==> src/rtl/counter_ctrl_pkg.sv <==
// counter_ctrl_pkg: state encoding and default timing constants for the rate controller.
package counter_ctrl_pkg;

    typedef enum logic [1:0] {
        ST_STOPPED = 2'b00,
        ST_RUNNING = 2'b01,
        ST_STEP    = 2'b10
    } state_e;

    localparam int unsigned DEF_DIV_MAX   = 49_999_999;
    localparam int unsigned DEF_DB_CYCLES = 1_000_000;

endpackage

==> src/rtl/button_conditioner.sv <==
// button_conditioner: synchronises, debounces and edge-detects one raw pushbutton.
module button_conditioner #(
    parameter int unsigned DB_CYCLES = 1_000_000,
    parameter int          DB_WIDTH  = 20
) (
    input  logic clk,
    input  logic rst,
    input  logic btn_i,
    output logic press_o
);

    localparam logic [DB_WIDTH-1:0] LAST = DB_WIDTH'(DB_CYCLES - 1);

    logic [1:0]          sync_q;
    logic [DB_WIDTH-1:0] cnt_q, cnt_d;
    logic                d_q, d_d, dprev_q, diff;

    assign diff = sync_q[1] ^ d_q;

    always_comb begin
        cnt_d = (diff && cnt_q != LAST) ? cnt_q + DB_WIDTH'(1) : '0;
        d_d   = (diff && cnt_q == LAST) ? sync_q[1] : d_q;
    end

    always_ff @(posedge clk or negedge rst) begin
        if (!rst) begin
            sync_q  <= '0;
            cnt_q   <= '0;
            d_q     <= 1'b0;
            dprev_q <= 1'b0;
        end else begin
            sync_q  <= {sync_q[0], btn_i};
            cnt_q   <= cnt_d;
            d_q     <= d_d;
            dprev_q <= d_q;
        end
    end

    assign press_o = d_q & ~dprev_q;

endmodule

==> src/rtl/counter_rate_ctrl.sv <==
// counter_rate_ctrl: run/stop/step FSM and prescaler producing the down-counter tick.
module counter_rate_ctrl
    import counter_ctrl_pkg::*;
#(
    parameter int          DIV_WIDTH = 26,
    parameter int unsigned DIV_MAX   = DEF_DIV_MAX,
    parameter int unsigned DB_CYCLES = DEF_DB_CYCLES,
    parameter int          DB_WIDTH  = 20
) (
    input  logic       clk,
    input  logic       rst,
    input  logic       btn_run,
    input  logic       btn_step,
    output logic       tick,
    output logic       running,
    output logic [1:0] state
);

    localparam logic [DIV_WIDTH-1:0] DMAX = DIV_WIDTH'(DIV_MAX);

    state_e               state_q, state_d;
    logic [DIV_WIDTH-1:0] div_q, div_d;
    logic                 tick_q, tick_d, run_p, step_p, wrap;

    button_conditioner #(.DB_CYCLES(DB_CYCLES), .DB_WIDTH(DB_WIDTH)) u_run (
        .clk(clk), .rst(rst), .btn_i(btn_run), .press_o(run_p)
    );

    button_conditioner #(.DB_CYCLES(DB_CYCLES), .DB_WIDTH(DB_WIDTH)) u_step (
        .clk(clk), .rst(rst), .btn_i(btn_step), .press_o(step_p)
    );

    assign wrap = (state_q == ST_RUNNING) && (div_q == DMAX);

    // Run press takes priority over step; STEP and the unused encoding fall back to STOPPED.
    always_comb begin
        state_d = ST_STOPPED;
        state_d = (state_q == ST_STOPPED) ? (run_p ? ST_RUNNING : step_p ? ST_STEP : ST_STOPPED) :
                  (state_q == ST_RUNNING) ? (run_p ? ST_STOPPED : ST_RUNNING) : ST_STOPPED;
        div_d   = (state_q == ST_RUNNING && !wrap) ? div_q + DIV_WIDTH'(1) : '0;
        tick_d  = (state_d == ST_STEP) || wrap;
    end

    always_ff @(posedge clk or negedge rst) begin
        if (!rst) begin
            state_q <= ST_STOPPED;
            div_q   <= '0;
            tick_q  <= 1'b0;
        end else begin
            state_q <= state_d;
            div_q   <= div_d;
            tick_q  <= tick_d;
        end
    end

    assign tick    = tick_q;
    assign running = (state_q == ST_RUNNING);
    assign state   = state_q;

endmodule
==> config.mk <==
export PLATFORM = sky130hd
export DESIGN_NAME = counter_rate_ctrl
export DESIGN_NICKNAME = d
export VERILOG_FILES = /design/src/rtl/counter_ctrl_pkg.sv /design/src/rtl/button_conditioner.sv /design/src/rtl/counter_rate_ctrl.sv
export SDC_FILE = /design/constraint.sdc
export NUM_CORES = 1
export LEC_CHECK = 0
export CAP_MARGIN = 20
export CORE_UTILIZATION = 37
export DETAILED_ROUTE_END_ITERATION = 8
export HOLD_SLACK_MARGIN = 0.15
export SYNTH_ARGS = -nofsm -noshare
export SYNTH_HDL_FRONTEND = slang
export SYNTH_SLANG_ARGS = --single-unit
==> constraint.sdc <==
create_clock -name clk -period 2.1 [get_ports clk]
set_input_delay 0.315 -clock clk [delete_from_list [all_inputs] [get_ports clk]]
set_output_delay 0.315 -clock clk [all_outputs]
set_load 0.02 [all_outputs]
==> results.yml <==
worst_setup_path:
  regToRegEndpoint: "div_q[22]"
  rr_worst_depth: 5
  critical-path-max-stage-delay_ns: 0.61
  endpoint: "div_q[22]"
  setup.worst_path.class: "flop to flop"
  endpoint_kind: "flop"
  rrSetupSlack_ns: 0.11
  crit_chain: "ha_1 > nand4_1 > or4_4 > nor3_1 > mux2_2"
  crit_start: "div_q[1]"
  r2r-start: "div_q[1]"
  cp_slowest_cell: "or4_4"
  crit_fanout: 6
  cp-start-kind: "flop"
  worstPathRequired_ns: 2.35
  critPathArrivalTime_ns: 2.24
route:
  route.antenna.remaining_nets: 0
  dr.pass1.iters: 4
  drt-vias-per-instance: 5.243
  wire_per_inst_um: 13.66
  drt_iter0_drc: 84
  num_vias: 2873
  drc: 0
  drt-total-wl_mm: 7.488
clocking:
  clock_latency_ns: 0.36
  clockRootBuffer: "clkbuf_8"
  numCtsBuffers: 9
  tritoncts: "yes"
  clk_pin_slew_worst_paths_ns: 0.09
  cts_sinks: 77
  cts_max_level: 3
  clockBufferDepth: 2
logic_synthesis:
  synthTopCellsByArea: "dfrtp_1, xnor2_1, nor2_1"
  syn_avg_cell_area_um2: 9.800
  synth_edf_count: 0
  yosysTopAreaCell: "dfrtp_1"
  yosysWarnings: 0
  async_flop_share_pct: 100.0
  synthesis.nets: 396
  yosysUniqueCellTypes: 38
  syn_area_um2: 3802
  ys_ff_latch: 77
  synthCells: 388
  yosysTopAreaCellShare_pct: 50.67
  yosysSeqAreaShare_pct: 50.67
  synthFlopType: "dfrtp_1"
die:
  die_w_um: 103.4
  die-area_um2: 10690
  io_pins: 8
  start_util_pct: 38.55
  die_h_um: 103.4
  num_rows: 36
  core_area_um2: 9864
placed_design:
  placed_cell_area_um2: 4134
  hpwl_mm: 5.250
  gp_congestion: 0.7959
  io_buffers: 7
finish:
  syn2layout_area_growth_pct: 13.46
  drive_gt1_share_pct: 13.49
  num_antenna_cells: 0
  design_area_um2: 4314
  finalNetCount: 420
  mostFrequentLayoutCells: "dfrtp_1, nor2_1, xnor2_1"
  layout_commonest_cell: "dfrtp_1"
global_route:
  first_global_vias: 2723
  grt_overflow: 0
  grt_max_degree: 45
  grt_usage_pct: 15.66
  grt_pass1_wl_mm: 12.67
  antenna_found_initial: 0
power:
  p_leak_nw: 1.655
  vdd_ir_drop_max_mv: 0.4497
  p_per_area_nw_per_um2: 593.8
timing:
  maxSlewViolCount: 0
  setup_viol: 0
  hold_violations: 0
  fmaxAchievable_mhz: 502.0
  fin_crit_ns: 1.992
  slew_headroom_pct: 68.81
  worst_slew_pin_slew_ns: 0.4678
  setup_tns_ns: 0
  hold_slack_ns: 0.3474
  clock_skew_ns: 0.01487
  period_share_pct: 94.87
  grt_setup_unrepaired: "false"
job:
  drv_cap: 0
min_path:
  hold_depth: 0
  holdCritPathClass: "flop to flop"
status:
  status: "complete, no violations"
==> through the flow <==
step                instances  power, mW  setup slack, ns  util, %
floorplan                 388      1.562           0.1134        -
global placement          533      1.610           0.1018    41.91
detailed placement        533      1.612          0.04368    41.91
CTS                       548      2.604          0.01137    43.63
global route              548      2.679          0.01613    43.73
finish                    548      2.562           0.1078    43.73
==> worst min path at each step <==
| stage | slack, ns | endpoint | start |
|---|---|---|---|
| floorplan | 0.02 | div_q[0] | rst |
| global placement | 0.30 | div_q[17] | rst |
| detailed placement | 0.30 | div_q[15] | rst |
| CTS | 0.35 | u_step.sync_q[1] | u_step.sync_q[0] |
| global route | 0.36 | u_step.sync_q[1] | u_step.sync_q[0] |
| finish | 0.35 | u_step.sync_q[1] | u_step.sync_q[0] |
==> Yosys cell counts (all sizes together) (2+ instances only) <==
cell type  count
a21oi         22
a31o           3
and3           6
and4           7
clkbuf        11
dfrtp         77
ha             4
inv           14
mux2           3
nand2         23
nand2b         2
nand3         22
nand4         15
nor2          49
nor2b          2
nor3          10
nor4          15
nor4b          2
o21ai         11
o31ai         11
or2            3
or3           16
or4           14
xnor2         29
xor2          11
==> registers in the layout (all words and copies together), names as in the netlist <==
register	flops
div_q	26
u_step.dprev_q	1
u_run.dprev_q	1
tick	1
u_step.sync_q	2
u_run.sync_q	2
u_run.cnt_q	20
u_run.d_q	1
state	2
u_step.cnt_q	20
u_step.d_q	1
==> area by class of cell <==
class | instances | area (µm²)
fillers | 968 | 5550
flip-flops and latches | 77 | 1927
multi-input cells | 285 | 1790
repair buffers | 25 | 216.5
well taps | 133 | 166.4
clock buffers | 9 | 123.9
inverters | 14 | 52.55
clock inverters | 5 | 37.54
==> cell families (layout without fill, tap and decap cells) <==
family | count (synthesis) | count (layout) | synth area share (%)
AOI/OAI and AO/OA | 49 | 49 | 7.634
xor gates and xnor gates | 40 | 40 | 9.213
adders and majority gates | 4 | 4 | 1.316
buffers and inverters | 26 | 53 | 2.632
DFF | 77 | 77 | 50.67
muxes | 3 | 3 | 0.8884
and+or+nand+nor | 189 | 189 | 27.64
==> power breakdown <==
part | internal [mW] | total [mW] | switching (mW)
clock network | 0.419 | 0.981 | 0.562
registers | 1.49 | 1.51 | 0.0119
logic | 0.0232 | 0.0742 | 0.0509
total | 1.94 | 2.56 | 0.625
==> critical path, delay by kind of cell (launching register included) <==
| family | cells | cell delay (ns) |
|---|---|---|
| AND/OR/NAND/NOR | 3 | 0.92 |
| flip-flops | 1 | 0.42 |
| multiplexers | 1 | 0.35 |
| adder cells (fa/ha/maj) | 1 | 0.19 |
==> what timing repair did <==
item                                   4_1_cts  5_1_grt
pin swaps                                    0        0
gates cloned                                 0        0
endpoints found under the hold margin       33        0
buffers inserted                             0        0
gates resized for setup                      1        3
setup endpoints to repair                    1        7
hold buffers                                 1        0
==> routing by layer <==
metal	vias up	GRT usage (%)	share of wire [%]
met1	1393	20.18	49
met3	10	5.040	3.0
met4	0	5.417	1.2
met5	-	0	0
li1	1440	-	-
met2	30	24.86	46
(Power assumes the default switching activity.)
